<file path="src/rtl/alu_pkg.sv">
// Shared definitions for the ALU request arbiter: FSM encoding and branch function codes.
package alu_pkg;

   typedef enum logic [1:0] {
      StIdle = 2'd0,
      StExec = 2'd1,
      StResp = 2'd2
   } arb_state_e;

   localparam logic [5:0] FuncBltz = 6'b111000;
   localparam logic [5:0] FuncBgez = 6'b111001;
   localparam logic [5:0] FuncBeq  = 6'b111100;
   localparam logic [5:0] FuncBne  = 6'b111101;
   localparam logic [5:0] FuncBlez = 6'b111110;
   localparam logic [5:0] FuncBgtz = 6'b111111;

   // Class bits shared by every branch encoding.
   localparam logic [2:0] BranchClass = FuncBltz[5:3] & FuncBgez[5:3] & FuncBeq[5:3] &
                                        FuncBne[5:3] & FuncBlez[5:3] & FuncBgtz[5:3];

   function automatic logic is_branch_func(input logic [5:0] func);
      return func[5:3] == BranchClass;
   endfunction

endpackage

</file>
<file path="src/rtl/rr_arb2.sv">
// Two-way round-robin arbiter; the last-granted pointer starts at 1 so port 0 wins the first tie.
module rr_arb2 (
   input  logic       clk,
   input  logic       rst_n,
   input  logic [1:0] req,
   input  logic       advance,
   output logic [1:0] grant
);

   logic last_q, last_d;

   always_comb begin
      grant = req;
      if (req == 2'b11) begin
         grant = last_q ? 2'b01 : 2'b10;
      end
   end

   assign last_d = (advance && (grant != 2'b00)) ? grant[1] : last_q;

   always_ff @(posedge clk or negedge rst_n) begin
      if (!rst_n) begin
         last_q <= 1'b1;
      end else begin
         last_q <= last_d;
      end
   end

endmodule

</file>
<file path="src/rtl/alu_arbiter.sv">
// Shares one external ALU between the execute stage (port 0) and the branch unit (port 1),
// one operation in flight, response two cycles after acceptance.
module alu_arbiter
   import alu_pkg::*;
#(
   parameter int unsigned DATA_W = 32,
   parameter int unsigned FUNC_W = 6
) (
   input  logic              Clk_in,
   input  logic              Reset_n_in,
   input  logic              Req0_valid_in,
   output logic              Req0_ready_out,
   input  logic [FUNC_W-1:0] Req0_func_in,
   input  logic [DATA_W-1:0] Req0_a_in,
   input  logic [DATA_W-1:0] Req0_b_in,
   input  logic              Req1_valid_in,
   output logic              Req1_ready_out,
   input  logic [FUNC_W-1:0] Req1_func_in,
   input  logic [DATA_W-1:0] Req1_a_in,
   input  logic [DATA_W-1:0] Req1_b_in,
   output logic [FUNC_W-1:0] Alu_func_out,
   output logic [DATA_W-1:0] Alu_a_out,
   output logic [DATA_W-1:0] Alu_b_out,
   input  logic [DATA_W-1:0] Alu_o_in,
   input  logic              Alu_branch_in,
   output logic              Rsp_valid_out,
   output logic              Rsp_id_out,
   output logic [DATA_W-1:0] Rsp_o_out,
   output logic              Rsp_branch_out,
   output logic              Rsp_is_branch_out,
   input  logic              Rsp_ready_in,
   output logic              Busy_out
);

   arb_state_e        state_q, state_d;
   logic [1:0]        req, grant;
   logic              accept, drive, op_is_branch;
   logic [FUNC_W-1:0] func_q;
   logic [DATA_W-1:0] a_q, b_q, o_q;
   logic              id_q, branch_q, is_br_q;

   // Reset gates the requests so ready drops the instant reset asserts.
   assign req    = (state_q == StIdle && Reset_n_in) ? {Req1_valid_in, Req0_valid_in} : 2'b00;
   assign accept = |grant;

   rr_arb2 u_arb (
      .clk    (Clk_in),
      .rst_n  (Reset_n_in),
      .req    (req),
      .advance(accept),
      .grant  (grant)
   );

   assign Req0_ready_out = grant[0];
   assign Req1_ready_out = grant[1];

   always_comb begin
      state_d = state_q;
      unique case (state_q)
         StIdle:  if (accept) state_d = StExec;
         StExec:  state_d = StResp;
         StResp:  if (Rsp_ready_in) state_d = StIdle;
         default: state_d = StIdle;
      endcase
   end

   always_ff @(posedge Clk_in or negedge Reset_n_in) begin
      if (!Reset_n_in) begin
         state_q <= StIdle;
      end else begin
         state_q <= state_d;
      end
   end

   assign op_is_branch = is_branch_func(func_q[5:0]);

   always_ff @(posedge Clk_in or negedge Reset_n_in) begin
      if (!Reset_n_in) begin
         func_q   <= '0;
         a_q      <= '0;
         b_q      <= '0;
         id_q     <= 1'b0;
         o_q      <= '0;
         branch_q <= 1'b0;
         is_br_q  <= 1'b0;
      end else begin
         if (accept) begin
            func_q <= grant[1] ? Req1_func_in : Req0_func_in;
            a_q    <= grant[1] ? Req1_a_in    : Req0_a_in;
            b_q    <= grant[1] ? Req1_b_in    : Req0_b_in;
            id_q   <= grant[1];
         end
         if (state_q == StExec) begin
            o_q      <= Alu_o_in;
            is_br_q  <= op_is_branch;
            branch_q <= Alu_branch_in & op_is_branch;
         end
      end
   end

   assign drive        = (state_q != StIdle);
   assign Alu_func_out = drive ? func_q : '0;
   assign Alu_a_out    = drive ? a_q : '0;
   assign Alu_b_out    = drive ? b_q : '0;
   assign Busy_out     = drive;

   assign Rsp_valid_out     = (state_q == StResp);
   assign Rsp_id_out        = id_q;
   assign Rsp_o_out         = o_q;
   assign Rsp_branch_out    = branch_q;
   assign Rsp_is_branch_out = is_br_q;

endmodule

</file>
<file path="config.mk">
export PLATFORM = sky130hd
export DESIGN_NAME = alu_arbiter
export DESIGN_NICKNAME = d
export VERILOG_FILES = /design/src/rtl/alu_pkg.sv /design/src/rtl/rr_arb2.sv /design/src/rtl/alu_arbiter.sv
export SDC_FILE = /design/constraint.sdc
export NUM_CORES = 1
export LEC_CHECK = 0
export CAP_MARGIN = 20
export CORE_MARGIN = 5
export CORE_UTILIZATION = 35
export CTS_CLUSTER_DIAMETER = 200
export DETAILED_ROUTE_END_ITERATION = 8
export PLACE_DENSITY = 0.84
export RECOVER_POWER = 100
export SYNTH_ARGS = -nofsm -noshare
export SYNTH_HDL_FRONTEND = slang
export SYNTH_SLANG_ARGS = --single-unit
</file>
<file path="constraint.sdc">
create_clock -name Clk_in -period 2 [get_ports Clk_in]
set_input_delay 0.4 -clock Clk_in [delete_from_list [all_inputs] [get_ports Clk_in]]
set_output_delay 0.4 -clock Clk_in [all_outputs]
set_load 0.02 [all_outputs]
</file>
# ---- Word level (Yosys, flattened, before mapping)
# Index checks and enable logic that the tools add are counted.
dict set report word_totals {
  ff_bits 108
  inputBits 178
  out_inout_bits 109
  word_cells 35
}
dict set report op_classes {
  eq_ne 6
  mux 12
  n_bitwise 1
  reduce_logical 7
}
# cell count
set ops {}
lappend ops {{$mux 32} 4}
lappend ops {{$mux 6} 2}
lappend ops {{$mux 2} 5}
lappend ops {{$pmux 2 s3} 1}
lappend ops {{$eq 2x2->1 const B} 2}
lappend ops {{$ne 2x1->1 const B} 2}
lappend ops {{$reduce_bool 2->1} 2}
lappend ops {{$eq 3x3->1 const B} 1}
lappend ops {{$eq 2x1->1 const B} 1}
lappend ops {{$logic_and 1x1->1} 2}
lappend ops {{$logic_not 2->1} 1}
lappend ops {{$reduce_and 2->1} 1}
lappend ops {{$reduce_or 2->1} 1}
lappend ops {{$and 1x1->1} 1}

# ---- Logic depth before layout (Yosys ltp)
# Gate-level depths: netlist (run 1).
dict set report logic_depth {
  depth_word 8
  depth_mapped 5
  ltp_nobuf 4
}

# ---- Hierarchy
# Synthesis (run 1) repeated with hierarchy kept, for this count alone.
dict set report unflattened {
  hier_cells 475
  area_unflattened_um2 5280.1
}
# mod instances cells_each area_per_inst_um2 seq_area_each_um2
set modules_own_cells {}
lappend modules_own_cells {alu_arbiter 1 469 5223.8 2677.6}
lappend modules_own_cells {rr_arb2 1 6 56.3 26.3}

# ---- Least setup slack after synthesis (run 1)
# Ideal clock, no wire load.
dict set report synth_timing {
  kind {flip-flop to output port}
  startpoint {register u_arb.last_q}
  endpoint {output port Req0_ready_out}
  arrival_ns 1.346
  t_required_ns 1.600
  setup_slack_ns 0.254
  path_stages_with_launch 5
  path_buffers 2
  path_cell_list {dfstp_2 -> nand2b_1 -> clkbuf_1 -> clkbuf_1 -> and2_1}
}
dict set report synth_via {
  elab_chain_cells 2
}
# element line
set synth_lines {}
lappend synth_lines {{start, declared} rr_arb2.sv:10} ;# logic last_q, last_d;
lappend synth_lines {{start signal, assigned} rr_arb2.sv:25} ;# last_q <= last_d;
lappend synth_lines {{$mux 2} rr_arb2.sv:15} ;# grant = last_q ? 2'b01 : 2'b10;
lappend synth_lines {{$mux 2} rr_arb2.sv:14} ;# if (req == 2'b11) begin
lappend synth_lines {{end, declared} alu_arbiter.sv:12} ;# output logic Req0_ready_out,
# No other way between the ends.

# ---- Worst setup path in the final report (run 1)
dict set report layout_timing {
  startpoint {register state_q[1]}
  endpoint {output port Alu_b_out[26]}
}
dict set report layout_via {
  elab_chain_cells 2
}
# element line
set layout_lines {}
lappend layout_lines {{start, declared} alu_arbiter.sv:35} ;# arb_state_e state_q, state_d;
lappend layout_lines {{start signal, assigned} alu_arbiter.sv:69} ;# state_q <= StIdle;
lappend layout_lines {{start signal, assigned} alu_arbiter.sv:71} ;# state_q <= state_d;
lappend layout_lines {{$reduce_bool 2->1} alu_arbiter.sv:101} ;# assign drive = (state_q != StIdle);
lappend layout_lines {{$mux 32} alu_arbiter.sv:104} ;# assign Alu_b_out = drive ? b_q : '0;
lappend layout_lines {{end, declared} alu_arbiter.sv:23} ;# output logic [DATA_W-1:0] Alu_b_out,
# No other way between the ends.

==> results of run 1 <==
cell type report:
cell class	instances	area [um2]	share of cell area, %
sequential	108	2710	33.7
timing repair buffer	304	2670	33.3
multi-input combinational	262	2080	25.9
tap	184	230	2.87
clock buffer	9	225	2.81
clock inverter	7	104	1.29
inverter	4	15.0	0.187
where the power goes:
| part | internal, W | switching [W] | leakage, nW | total, W |
|---|---|---|---|---|
| Clock | 0.00112 | 0.000849 | 0.155 | 0.00197 |
| Sequential | 0.00321 | 0.000573 | 1.31 | 0.00379 |
| Combinational | 0.00226 | 0.00241 | 2.32 | 0.00468 |
| Total | 0.00660 | 0.00383 | 3.79 | 0.0104 |
critical path, cell delays in order, from the launching register on:
cell and delay, ns:
sky130_fd_sc_hd__dfrtp_2 0.44, sky130_fd_sc_hd__nor2_4 0.12, sky130_fd_sc_hd__inv_2 0.09, sky130_fd_sc_hd__buf_12 0.17
sky130_fd_sc_hd__and2_1 0.19, sky130_fd_sc_hd__clkbuf_2 0.16
path summary, 6_finish.rpt:
kind | startpoint | end | slack [ns] | cells after the start
min | Reset_n_in | Rsp_id_out | 0.34 | 2
max in group asynchronous | Reset_n_in | Rsp_o_out[26] | 0.77 | 2
min in group Clk_in | Rsp_is_branch_out | Rsp_is_branch_out | 0.49 | 2
max | state_q[1] | Alu_b_out[26] | 0.09 | 5
min reg2reg | Rsp_is_branch_out | Rsp_is_branch_out | 0.49 | 2
max reg2reg | state_q[1] | Rsp_o_out[15] | 0.13 | 4
kinds of logic (layout without fill, tap and decap cells):
logic type / Yosys count / after routing / synth area share (%)
AOI/OAI and AO/OA: 77 / 77 / 14.9
buffers and inverters: 45 / 324 / 5.66
DFF: 108 / 108 / 53.4
and+or+nand+nor: 153 / 153 / 18.9
muxes: 32 / 32 / 7.12
per-stage QoR:
step           utilization (%)  setup TNS, ns  instances  cell area [um2]  power [W]
3_5_place_dp              56.1         -14.65        861             8060    0.00915
2_1_floorplan                -              0        415             5060    0.00652
6_report                  55.9              0        878             8030     0.0104
3_3_place_gp              56.1         -12.15        861             8060    0.00898
4_1_cts                   56.1              0        878             8060     0.0107
5_1_grt                   55.9              0        878             8030     0.0110
metal layers:
| metal | vias to the layer above | wire length, um |
|---|---|---|
| li1 | 2096 | - |
| met5 | - | 0 |
| met2 | 198 | 8540 |
| met1 | 2207 | 6360 |
| met4 | 0 | 316 |
| met3 | 24 | 1400 |
what timing repair did:
| item | CTS | global route |
|---|---|---|
| pin swaps | 0 | 0 |
| hold buffers | 1 | 0 |
| gates resized for setup | 285 | 3 |
| endpoints found under the hold margin | 4 | 0 |
| endpoints found under the setup margin | 74 | 30 |
registers in the layout, summed over array words and instances, names as in the netlist:
register           cells
b_q                   32
state_q                2
u_arb.last_q           1
func_q                 6
a_q                   32
Rsp_branch_out         1
Rsp_o_out             32
Rsp_id_out             1
Rsp_is_branch_out      1
layout by cell type (no fill, tap or decap), types with 2 or more instances in the layout:
master                              n
sky130_fd_sc_hd__a221o_1           70
sky130_fd_sc_hd__and2_1            70
sky130_fd_sc_hd__and3_1            70
sky130_fd_sc_hd__buf_12             3
sky130_fd_sc_hd__buf_2              2
sky130_fd_sc_hd__buf_4              8
sky130_fd_sc_hd__bufinv_16          2
sky130_fd_sc_hd__clkbuf_1           2
sky130_fd_sc_hd__clkbuf_16          9
sky130_fd_sc_hd__clkbuf_2          70
sky130_fd_sc_hd__clkbuf_4           3
sky130_fd_sc_hd__clkdlybuf4s50_1  176
sky130_fd_sc_hd__clkinvlp_4         2
sky130_fd_sc_hd__dfrtp_1          106
sky130_fd_sc_hd__dlygate4sd2_1      3
sky130_fd_sc_hd__dlygate4sd3_1     36
sky130_fd_sc_hd__inv_1              3
sky130_fd_sc_hd__inv_6              2
sky130_fd_sc_hd__mux2_2            32
sky130_fd_sc_hd__nand2_1            4
sky130_fd_sc_hd__nand2b_2           2
sky130_fd_sc_hd__o21ai_0            3
==> flow_results.xml, run 1 <==
<?xml version="1.0" encoding="UTF-8"?>
<metrics>
  <group name="detailed_routing">
    <metric name="first_iter_violations" unit="">255</metric>
    <metric name="routed-via-count" unit="">4525</metric>
    <metric name="antenna_nets_post_route" unit="">0</metric>
    <metric name="route.detailed.wl_per_inst" unit="um">18.9</metric>
    <metric name="drt-vias-per-instance" unit="">5.15</metric>
    <metric name="drc_errors" unit="">0</metric>
    <metric name="drt_pre_antenna_iters" unit="">4</metric>
    <metric name="drt-total-wl" unit="mm">16.6</metric>
  </group>
  <group name="sta">
    <metric name="finalCriticalPeriod" unit="ns">1.91</metric>
    <metric name="worst_clock_skew" unit="ns">0.0121</metric>
    <metric name="rsz0062_at_grt" unit="">no</metric>
    <metric name="worst_slew_pin_slew" unit="ns">0.974</metric>
    <metric name="period_share" unit="%">95.7</metric>
    <metric name="holdWs" unit="ns">0.337</metric>
    <metric name="max-slew-margin-rel" unit="%">35.1</metric>
    <metric name="setup_ws" unit="ns">0.0850</metric>
    <metric name="timing.final.setup_violations" unit="">0</metric>
    <metric name="fmax" unit="MHz">522</metric>
    <metric name="finalMaxSlewViolations" unit="">0</metric>
    <metric name="finalHoldViolations" unit="">0</metric>
  </group>
  <group name="cts">
    <metric name="cts-root-to-sink-buffers" unit="">2</metric>
    <metric name="clock-sinks" unit="">108</metric>
    <metric name="cts-htree-levels" unit="">3</metric>
    <metric name="clk-insertion-delay-late" unit="ns">0.35</metric>
    <metric name="postCtsSetupBuffers" unit="">0</metric>
    <metric name="clock-root-buffer" unit="">sky130_fd_sc_hd__clkbuf_16</metric>
    <metric name="cts_tree" unit="">yes</metric>
    <metric name="clock_transition_at_path_regs" unit="ns">0.08</metric>
    <metric name="cts_buffers" unit="">9</metric>
  </group>
  <group name="logic_synthesis">
    <metric name="post_synth_inst_count" unit="">415</metric>
    <metric name="dominantRegCellSynth" unit="">sky130_fd_sc_hd__dfrtp_1</metric>
    <metric name="syn_area" unit="um2">5060</metric>
    <metric name="synth.distinct_cells" unit="">23</metric>
    <metric name="yosys_top_cell_area_share" unit="%">52.9</metric>
    <metric name="post_synth.cell_area_avg" unit="um2">12.2</metric>
    <metric name="postSynthRegisterBits" unit="">108</metric>
    <metric name="yosysWarningCount" unit="">0</metric>
    <metric name="number_of_enable_type_register_cells_in_the_synthesized_netlist" unit="">0</metric>
    <metric name="largest_cells_by_area_after_synthesis" unit="">sky130_fd_sc_hd__dfrtp_1 53%, sky130_fd_sc_hd__a221o_1 14%, sky130_fd_sc_hd__and2_1 8.8%, sky130_fd_sc_hd__and3_1 8.7%, sky130_fd_sc_hd__mux2_2 7.1%</metric>
    <metric name="synth_nets" unit="">593</metric>
    <metric name="sequential_element_share_of_the_synthesized_area" unit="%">53.4</metric>
    <metric name="synth_most_common_cell" unit="">sky130_fd_sc_hd__dfrtp_1</metric>
    <metric name="synth_async_sr_flop_share" unit="%">100</metric>
    <metric name="post_synth_most_frequent_cells" unit="">107 x sky130_fd_sc_hd__dfrtp_1, 71 x sky130_fd_sc_hd__and2_1, 70 x sky130_fd_sc_hd__a221o_1, 70 x sky130_fd_sc_hd__and3_1, 32 x sky130_fd_sc_hd__mux2_2</metric>
    <metric name="yosysTopAreaCell" unit="">sky130_fd_sc_hd__dfrtp_1</metric>
  </group>
  <group name="setup_path">
    <metric name="path_class" unit="">reg2out</metric>
    <metric name="endpoint_kind" unit="">output pin</metric>
    <metric name="worst_ep_required_time" unit="ns">1.60</metric>
    <metric name="crit_path_max_fo" unit="">38</metric>
    <metric name="worst_setup_path_start_kind" unit="">flop</metric>
    <metric name="cp.arrival" unit="ns">1.51</metric>
  </group>
  <group name="global_route">
    <metric name="busiest_layer" unit="">met2</metric>
    <metric name="overflow" unit="">0</metric>
    <metric name="global_route_wire_length_before_repair" unit="mm">25.4</metric>
    <metric name="grt_max_degree" unit="">72</metric>
    <metric name="first_global_vias" unit="">4847</metric>
    <metric name="grt_use_met2" unit="%">32.8</metric>
    <metric name="grt_usage" unit="%">18.9</metric>
    <metric name="antenna_violations_before_repair" unit="">0</metric>
    <metric name="use_met3" unit="%">5.36</metric>
    <metric name="grt.met1_usage" unit="%">22.9</metric>
  </group>
  <group name="finish">
    <metric name="final_layout_size_suffix_gt1_share" unit="%">20.6</metric>
    <metric name="nets" unit="">867</metric>
    <metric name="fillCellCount" unit="">1229</metric>
    <metric name="syn_to_final_growth" unit="%">58.6</metric>
    <metric name="insertedDiodeCount" unit="">0</metric>
  </group>
  <group name="die">
    <metric name="dieHeight" unit="um">130</metric>
    <metric name="rows" unit="">44</metric>
    <metric name="core_region_area" unit="um2">14400</metric>
    <metric name="design.die.area" unit="um2">17000</metric>
    <metric name="start_util" unit="%">35.2</metric>
    <metric name="boundaryPins" unit="">287</metric>
    <metric name="floorplan.die.width" unit="um">130</metric>
  </group>
  <group name="pwr">
    <metric name="cellLeakagePower" unit="nW">3.79</metric>
    <metric name="worst_case_vdd_ir_drop" unit="V">0.000591</metric>
    <metric name="power-per-cell-area" unit="nW/um2">1300</metric>
  </group>
  <group name="hold_path">
    <metric name="min_path_type" unit="">in2async</metric>
  </group>
  <group name="run">
    <metric name="maxCapViolations" unit="">0</metric>
  </group>
  <group name="placed_design">
    <metric name="worst_setup_slack_after_placement" unit="ns">-0.275</metric>
    <metric name="globalplace.congestion" unit="">0.836</metric>
    <metric name="placement.io_buffers" unit="">286</metric>
    <metric name="dp_hpwl" unit="mm">12.3</metric>
  </group>
  <group name="run_status">
    <metric name="run_status" unit="">complete, no violations</metric>
  </group>
</metrics>
Power figures use the tool's default switching activity.
==> run 2: changes to the inputs <==
--- a/config.mk
+++ b/config.mk
@@ -8,6 +8,7 @@
 export CAP_MARGIN = 20
 export CORE_MARGIN = 5
 export CORE_UTILIZATION = 35
+export CTS_BUF_LIST = sky130_fd_sc_hd__clkbuf_4 sky130_fd_sc_hd__clkbuf_8
 export CTS_CLUSTER_DIAMETER = 200
 export DETAILED_ROUTE_END_ITERATION = 8
 export PLACE_DENSITY = 0.84
==> run 2 against run 1 <==
  * Setup slack worse by 0.030 ns
  * Sequential power about the same
  * Largest cell class unchanged
  * Worst hold slack worse by 0.045 ns
==> flow_results.xml, run 2 (synthesis gave the netlist of run 1 again) <==
<?xml version="1.0" encoding="UTF-8"?>
<metrics>
  <group name="finish">
    <metric name="nets" unit="">867</metric>
    <metric name="final_common_cell" unit="">sky130_fd_sc_hd__clkdlybuf4s50_1</metric>
    <metric name="final_layout_size_suffix_gt1_share" unit="%">20.7</metric>
    <metric name="finish.utilization" unit="%">55.2</metric>
    <metric name="fin_area" unit="um2">7930</metric>
    <metric name="fillCellCount" unit="">1241</metric>
    <metric name="insertedDiodeCount" unit="">0</metric>
    <metric name="mostFrequentLayoutCells" unit="">176 x sky130_fd_sc_hd__clkdlybuf4s50_1, 106 x sky130_fd_sc_hd__dfrtp_1</metric>
    <metric name="syn_to_final_growth" unit="%">56.7</metric>
    <metric name="final_cell_count_no_fill" unit="">878</metric>
  </group>
  <group name="die">
    <metric name="core_region_area" unit="um2">14400</metric>
    <metric name="dieHeight" unit="um">130</metric>
    <metric name="floorplan.die.width" unit="um">130</metric>
    <metric name="rows" unit="">44</metric>
    <metric name="start_util" unit="%">35.2</metric>
    <metric name="boundaryPins" unit="">287</metric>
    <metric name="design.die.area" unit="um2">17000</metric>
  </group>
  <group name="setup_path">
    <metric name="crit_path_top_delay_cell" unit="">sky130_fd_sc_hd__dfrtp_2</metric>
    <metric name="crit_path_max_incr_delay" unit="ns">0.45</metric>
    <metric name="worst_setup_path_start_kind" unit="">flop</metric>
    <metric name="endpoint_kind" unit="">output pin</metric>
    <metric name="critPathTopFamily" unit="">flip-flops</metric>
    <metric name="cp.arrival" unit="ns">1.54</metric>
    <metric name="worst_ep_required_time" unit="ns">1.60</metric>
    <metric name="crit_path_max_fo" unit="">38</metric>
    <metric name="crit_path_cell_trace" unit="">nor2_4, inv_4, buf_12, and2_1, buf_2</metric>
    <metric name="critical_path_buf_inv_count" unit="">3</metric>
    <metric name="path_class" unit="">reg2out</metric>
  </group>
  <group name="pwr">
    <metric name="proportion_of_total_power_due_to_net_switching" unit="%">37.7</metric>
    <metric name="worst_case_vdd_ir_drop" unit="V">0.000534</metric>
    <metric name="p_sw" unit="W">0.00376</metric>
    <metric name="comb_power_share" unit="%">46.9</metric>
    <metric name="p_seq_share" unit="%">37.8</metric>
    <metric name="cellLeakagePower" unit="nW">3.78</metric>
    <metric name="p_int" unit="W">0.00621</metric>
    <metric name="power-per-cell-area" unit="nW/um2">1260</metric>
    <metric name="power.clock.fraction" unit="%">15.3</metric>
  </group>
  <group name="sta">
    <metric name="finalCriticalPeriod" unit="ns">1.94</metric>
    <metric name="max-slew-margin-rel" unit="%">34.6</metric>
    <metric name="timing.final.setup_violations" unit="">0</metric>
    <metric name="finalHoldViolations" unit="">0</metric>
    <metric name="fmax" unit="MHz">514</metric>
    <metric name="period_share" unit="%">97.2</metric>
    <metric name="worst_slew_pin_slew" unit="ns">0.981</metric>
    <metric name="worst_clock_skew" unit="ns">0.0180</metric>
    <metric name="finalMaxSlewViolations" unit="">0</metric>
    <metric name="setup_ws" unit="ns">0.0552</metric>
    <metric name="rsz0062_at_grt" unit="">yes</metric>
  </group>
  <group name="detailed_routing">
    <metric name="route.detailed.wl_per_inst" unit="um">18.9</metric>
    <metric name="drt_pre_antenna_iters" unit="">4</metric>
    <metric name="antenna_nets_post_route" unit="">0</metric>
    <metric name="drt-total-wl" unit="mm">16.6</metric>
    <metric name="first_iter_violations" unit="">248</metric>
    <metric name="routed-via-count" unit="">4504</metric>
    <metric name="drc_errors" unit="">0</metric>
    <metric name="drt-vias-per-instance" unit="">5.13</metric>
  </group>
  <group name="global_route">
    <metric name="antenna_violations_before_repair" unit="">0</metric>
    <metric name="grt_use_met2" unit="%">32.5</metric>
    <metric name="use_met3" unit="%">5.36</metric>
    <metric name="grt_max_degree" unit="">72</metric>
    <metric name="global_route_wire_length_before_repair" unit="mm">25.3</metric>
    <metric name="grt_usage" unit="%">18.8</metric>
    <metric name="busiest_layer" unit="">met2</metric>
    <metric name="first_global_vias" unit="">4812</metric>
    <metric name="overflow" unit="">0</metric>
    <metric name="grt.met1_usage" unit="%">22.9</metric>
  </group>
  <group name="placed_design">
    <metric name="placed_instance_count" unit="">861</metric>
    <metric name="dp_hpwl" unit="mm">12.3</metric>
    <metric name="worst_setup_slack_after_placement" unit="ns">-0.275</metric>
    <metric name="placement.io_buffers" unit="">286</metric>
    <metric name="globalplace.congestion" unit="">0.836</metric>
    <metric name="dpl-instance-area" unit="um2">8060</metric>
  </group>
  <group name="cts">
    <metric name="cts-root-to-sink-buffers" unit="">2</metric>
    <metric name="postCtsSetupBuffers" unit="">0</metric>
    <metric name="cts_tree" unit="">yes</metric>
    <metric name="clock-root-buffer" unit="">sky130_fd_sc_hd__clkbuf_8</metric>
    <metric name="cts-htree-levels" unit="">3</metric>
    <metric name="clk-insertion-delay-late" unit="ns">0.37</metric>
    <metric name="cts_buffers" unit="">9</metric>
    <metric name="clock_transition_at_path_regs" unit="ns">0.11</metric>
    <metric name="clock-sinks" unit="">108</metric>
  </group>
  <group name="run">
    <metric name="maxCapViolations" unit="">0</metric>
  </group>
  <group name="hold_path">
    <metric name="min_path_type" unit="">in2async</metric>
  </group>
  <group name="run_status">
    <metric name="run_status" unit="">complete, no violations</metric>
  </group>
</metrics>
## run 2: layer usage
layer	vias up	routed length, um
met2	188	8460
met1	2203	6460
met5	-	0
met4	0	318
li1	2091	-
met3	22	1350
## run 2: worst paths after layout
check	start	depth (start not counted)	to	slack, ns
worst max-delay path	state_q[1]	5	Alu_b_out[26]	0.06
worst min-delay path	Reset_n_in	2	Rsp_id_out	0.29
worst max register to register	state_q[0]	4	b_q[14]	0.14
worst min register to register	Rsp_is_branch_out	2	Rsp_is_branch_out	0.50
max in group asynchronous	Reset_n_in	2	Rsp_o_out[26]	0.80
min in group Clk_in	Rsp_is_branch_out	2	Rsp_is_branch_out	0.50
## run 2: area by class of cell
class | instances | area (um2) | share of cell area [%]
multi-input cells | 262 | 2080 | 26.2
flip-flops and latches | 108 | 2710 | 34.1
well taps | 184 | 230 | 2.90
clock inverters | 7 | 104 | 1.31
inverters | 4 | 17.5 | 0.221
clock buffers | 9 | 124 | 1.56
repair buffers | 304 | 2680 | 33.7
## run 2: what timing repair did
item                                   4_1_cts  5_1_grt
endpoints found under the hold margin        4        0
setup endpoints to repair                   74       58
hold buffers                                 1        0
resized for setup                          287        5
## run 2: power groups by stage
stage / combinational, W / sequential [W] / clock, W
after floorplan: 0.00243 / 0.00409 / 0
after global placement: 0.00522 / 0.00376 / 0
after detailed placement: 0.00534 / 0.00381 / 0
after CTS: 0.00489 / 0.00379 / 0.00156
after global routing: 0.00503 / 0.00389 / 0.00164
final: 0.00468 / 0.00377 / 0.00152
## run 2: worst register-to-register path, cell delays in order (launching register included)
cell and delay (ns):
sky130_fd_sc_hd__dfrtp_1 0.44, sky130_fd_sc_hd__and4bb_2 0.27, sky130_fd_sc_hd__clkbuf_4 0.42, sky130_fd_sc_hd__and3_1 0.36
sky130_fd_sc_hd__a221o_1 0.26
## run 2: per-stage QoR
step / hold slack, ns / total power, W / setup TNS (ns)
after CTS: 0.0884 / 0.0102 / 0
after global placement: 0.221 / 0.00898 / -12.15
final: 0.292 / 0.00998 / 0
after global routing: 0.341 / 0.0106 / -0.131
after floorplan: 0.104 / 0.00652 / 0
after detailed placement: 0.222 / 0.00915 / -14.65
==> run 3: changes to the inputs <==
==> constraint.sdc (replaced) <==
create_clock -name Clk_in -period 1.8 [get_ports Clk_in]
set_input_delay 0.36 -clock Clk_in [delete_from_list [all_inputs] [get_ports Clk_in]]
set_output_delay 0.36 -clock Clk_in [all_outputs]
set_load 0.02 [all_outputs]
==> run 3 against run 2 <==
  * The run now ends with setup timing left
  * Clock-buffer cell count up 2
  * Sequential cell count unchanged
  * Worst hold slack worse by 0.049 ns
  * Clock skew down 0.0066 ns
  * Core utilization up 1.6 points
  * Die area unchanged
  * Final cell count up 1.7%
  * First-iteration DRC count down 1.6%
  * Setup slack worse by 0.18 ns
  * Routed wire length up 7.9%
  * Clock power down 7%
  * Critical endpoint is now Alu_a_out[24]
  * Largest cell class is now non-clock buffers
  * Largest power group unchanged
==> flow_results.xml, run 3 (synthesis gave the netlist of run 1 again) <==
<?xml version="1.0" encoding="UTF-8"?>
<metrics>
  <group name="finish">
    <metric name="final_common_cell" unit="">sky130_fd_sc_hd__clkdlybuf4s50_1</metric>
    <metric name="nets" unit="">882</metric>
    <metric name="fin_area" unit="um2">8170</metric>
    <metric name="insertedDiodeCount" unit="">0</metric>
    <metric name="finish.utilization" unit="%">56.9</metric>
    <metric name="final_layout_size_suffix_gt1_share" unit="%">24.0</metric>
    <metric name="syn_to_final_growth" unit="%">61.4</metric>
    <metric name="mostFrequentLayoutCells" unit="">211 x sky130_fd_sc_hd__clkdlybuf4s50_1, 106 x sky130_fd_sc_hd__dfrtp_1, 70 x sky130_fd_sc_hd__and3_1, 70 x sky130_fd_sc_hd__a221o_1, 64 x sky130_fd_sc_hd__and2_1</metric>
  </group>
  <group name="die">
    <metric name="floorplan.die.width" unit="um">130</metric>
    <metric name="dieHeight" unit="um">130</metric>
    <metric name="boundaryPins" unit="">287</metric>
    <metric name="design.die.area" unit="um2">17000</metric>
    <metric name="start_util" unit="%">35.2</metric>
    <metric name="rows" unit="">44</metric>
    <metric name="core_region_area" unit="um2">14400</metric>
  </group>
  <group name="detailed_routing">
    <metric name="drt-vias-per-instance" unit="">5.25</metric>
    <metric name="route.detailed.wl_per_inst" unit="um">20.0</metric>
    <metric name="routed-via-count" unit="">4689</metric>
    <metric name="drc_errors" unit="">0</metric>
    <metric name="antenna_nets_post_route" unit="">0</metric>
    <metric name="first_iter_violations" unit="">244</metric>
    <metric name="drt_pre_antenna_iters" unit="">4</metric>
    <metric name="drt-total-wl" unit="mm">17.9</metric>
  </group>
  <group name="sta">
    <metric name="fmax" unit="MHz">520</metric>
    <metric name="worst_clock_skew" unit="ns">0.0114</metric>
    <metric name="max-slew-margin-rel" unit="%">30.8</metric>
    <metric name="timing.final.setup_violations" unit="">104</metric>
    <metric name="finalCriticalPeriod" unit="ns">1.92</metric>
    <metric name="worst_slew_pin_slew" unit="ns">1.04</metric>
    <metric name="finalMaxSlewViolations" unit="">0</metric>
    <metric name="period_share" unit="%">107</metric>
    <metric name="final.setup.tns" unit="ns">-8.82</metric>
    <metric name="finalHoldViolations" unit="">0</metric>
    <metric name="rsz0062_at_grt" unit="">yes</metric>
    <metric name="setup_ws" unit="ns">-0.123</metric>
  </group>
  <group name="global_route">
    <metric name="antenna_violations_before_repair" unit="">0</metric>
    <metric name="grt_max_degree" unit="">76</metric>
    <metric name="global_route_wire_length_before_repair" unit="mm">26.8</metric>
    <metric name="first_global_vias" unit="">5154</metric>
    <metric name="grt_usage" unit="%">20.2</metric>
    <metric name="overflow" unit="">0</metric>
  </group>
  <group name="hold_path">
    <metric name="min_path_type" unit="">in2async</metric>
  </group>
  <group name="setup_path">
    <metric name="worst-r2r-setup-slack" unit="ns">-0.08</metric>
    <metric name="path_class" unit="">reg2out</metric>
    <metric name="critical_r2r_capture" unit="">func_q[2]</metric>
    <metric name="crit_path_cell_trace" unit="">nor2_4, inv_6, buf_12, and2_1, buf_2</metric>
    <metric name="reg2reg_depth" unit="">8</metric>
    <metric name="crit_path_max_incr_delay" unit="ns">0.45</metric>
    <metric name="regToRegStartpoint" unit="">state_q[1]</metric>
    <metric name="critical_path_buf_inv_count" unit="">3</metric>
    <metric name="worst_ep_required_time" unit="ns">1.44</metric>
    <metric name="crit_path_max_fo" unit="">16</metric>
    <metric name="worst_setup_path_start_kind" unit="">flop</metric>
    <metric name="critPathTopFamily" unit="">flip-flops</metric>
    <metric name="endpoint_kind" unit="">output pin</metric>
    <metric name="cp.arrival" unit="ns">1.56</metric>
    <metric name="crit_path_top_delay_cell" unit="">sky130_fd_sc_hd__dfrtp_2</metric>
  </group>
  <group name="placed_design">
    <metric name="globalplace.congestion" unit="">0.832</metric>
    <metric name="placement.io_buffers" unit="">286</metric>
    <metric name="dpl-instance-area" unit="um2">8090</metric>
    <metric name="dp_hpwl" unit="mm">12.6</metric>
  </group>
  <group name="cts">
    <metric name="clock_transition_at_path_regs" unit="ns">0.10</metric>
    <metric name="clk-insertion-delay-late" unit="ns">0.37</metric>
    <metric name="cts_buffers" unit="">9</metric>
    <metric name="cts-htree-levels" unit="">3</metric>
    <metric name="clock-sinks" unit="">108</metric>
    <metric name="clock-root-buffer" unit="">sky130_fd_sc_hd__clkbuf_8</metric>
    <metric name="cts-root-to-sink-buffers" unit="">2</metric>
    <metric name="cts_tree" unit="">yes</metric>
  </group>
  <group name="run_status">
    <metric name="failed_checks" unit="">setup timing</metric>
    <metric name="run_status" unit="">finished with violations</metric>
  </group>
  <group name="pwr">
    <metric name="power-per-cell-area" unit="nW/um2">1400</metric>
    <metric name="worst_case_vdd_ir_drop" unit="V">0.000517</metric>
    <metric name="cellLeakagePower" unit="nW">3.88</metric>
    <metric name="totalPowerFinal" unit="W">0.0115</metric>
  </group>
  <group name="run">
    <metric name="maxCapViolations" unit="">0</metric>
  </group>
</metrics>
==> run 3: stage by stage <==
step	hold WS (ns)	worst slack (ns)	cells
2_1_floorplan	0.0644	0.0941	415
3_3_place_gp	0.172	-0.413	865
3_5_place_dp	0.175	-0.404	865
4_1_cts	0.0329	-0.160	888
5_1_grt	0.296	-0.189	893
6_report	0.242	-0.123	893
==> run 3: power breakdown <==
| group | internal (W) | switching [W] | total, W |
|---|---|---|---|
| Combinational | 0.00300 | 0.00283 | 0.00583 |
| Clock | 0.000561 | 0.000851 | 0.00141 |
| Sequential | 0.00357 | 0.000648 | 0.00421 |
==> run 3: area by class of cell <==
class / count / area (um2)
clock buffer: 11 / 145
inverter: 4 / 20.0
timing repair buffer: 319 / 2930
clock inverter: 5 / 35.0
fill: 1235 / 6200
tap: 184 / 230
multi-input combinational: 262 / 2100
sequential: 108 / 2710
==> run 3: repair_timing <==
action | 4_1_cts | 5_1_grt
resized for setup | 331 | 8
gates cloned | 2 | 3
buffers inserted | 4 | 2
hold buffers | 1 | 0
endpoints found under the setup margin | 144 | 115
pin swaps | 3 | 2
hold endpoints to repair | 2 | 0
==> run 3: worst max-delay path by stage <==
| stage | from | endpoint | slack (ns) | cells past startpoint |
|---|---|---|---|---|
| floorplan | u_arb.last_q | Req0_ready_out | 0.09 | 4 |
| global placement | Req0_valid_in | Req0_ready_out | -0.41 | 4 |
| detailed placement | Req0_valid_in | Req0_ready_out | -0.40 | 4 |
| CTS | state_q[0] | Alu_a_out[24] | -0.16 | 5 |
| global route | state_q[1] | Alu_b_out[30] | -0.19 | 5 |
| finish | state_q[1] | Alu_a_out[24] | -0.12 | 5 |
==> run 3: layer usage <==
metal / share of wire (%) / vias to the layer above / GRT usage (%) / wire (um)
li1: - / 2126 / - / -
met4: 2.8 / 0 / 8.68 / 506
met2: 51 / 228 / 35.5 / 9160
met3: 8.7 / 37 / 4.87 / 1560
met1: 37 / 2298 / 23.5 / 6680
met5: 0 / - / 0 / 0
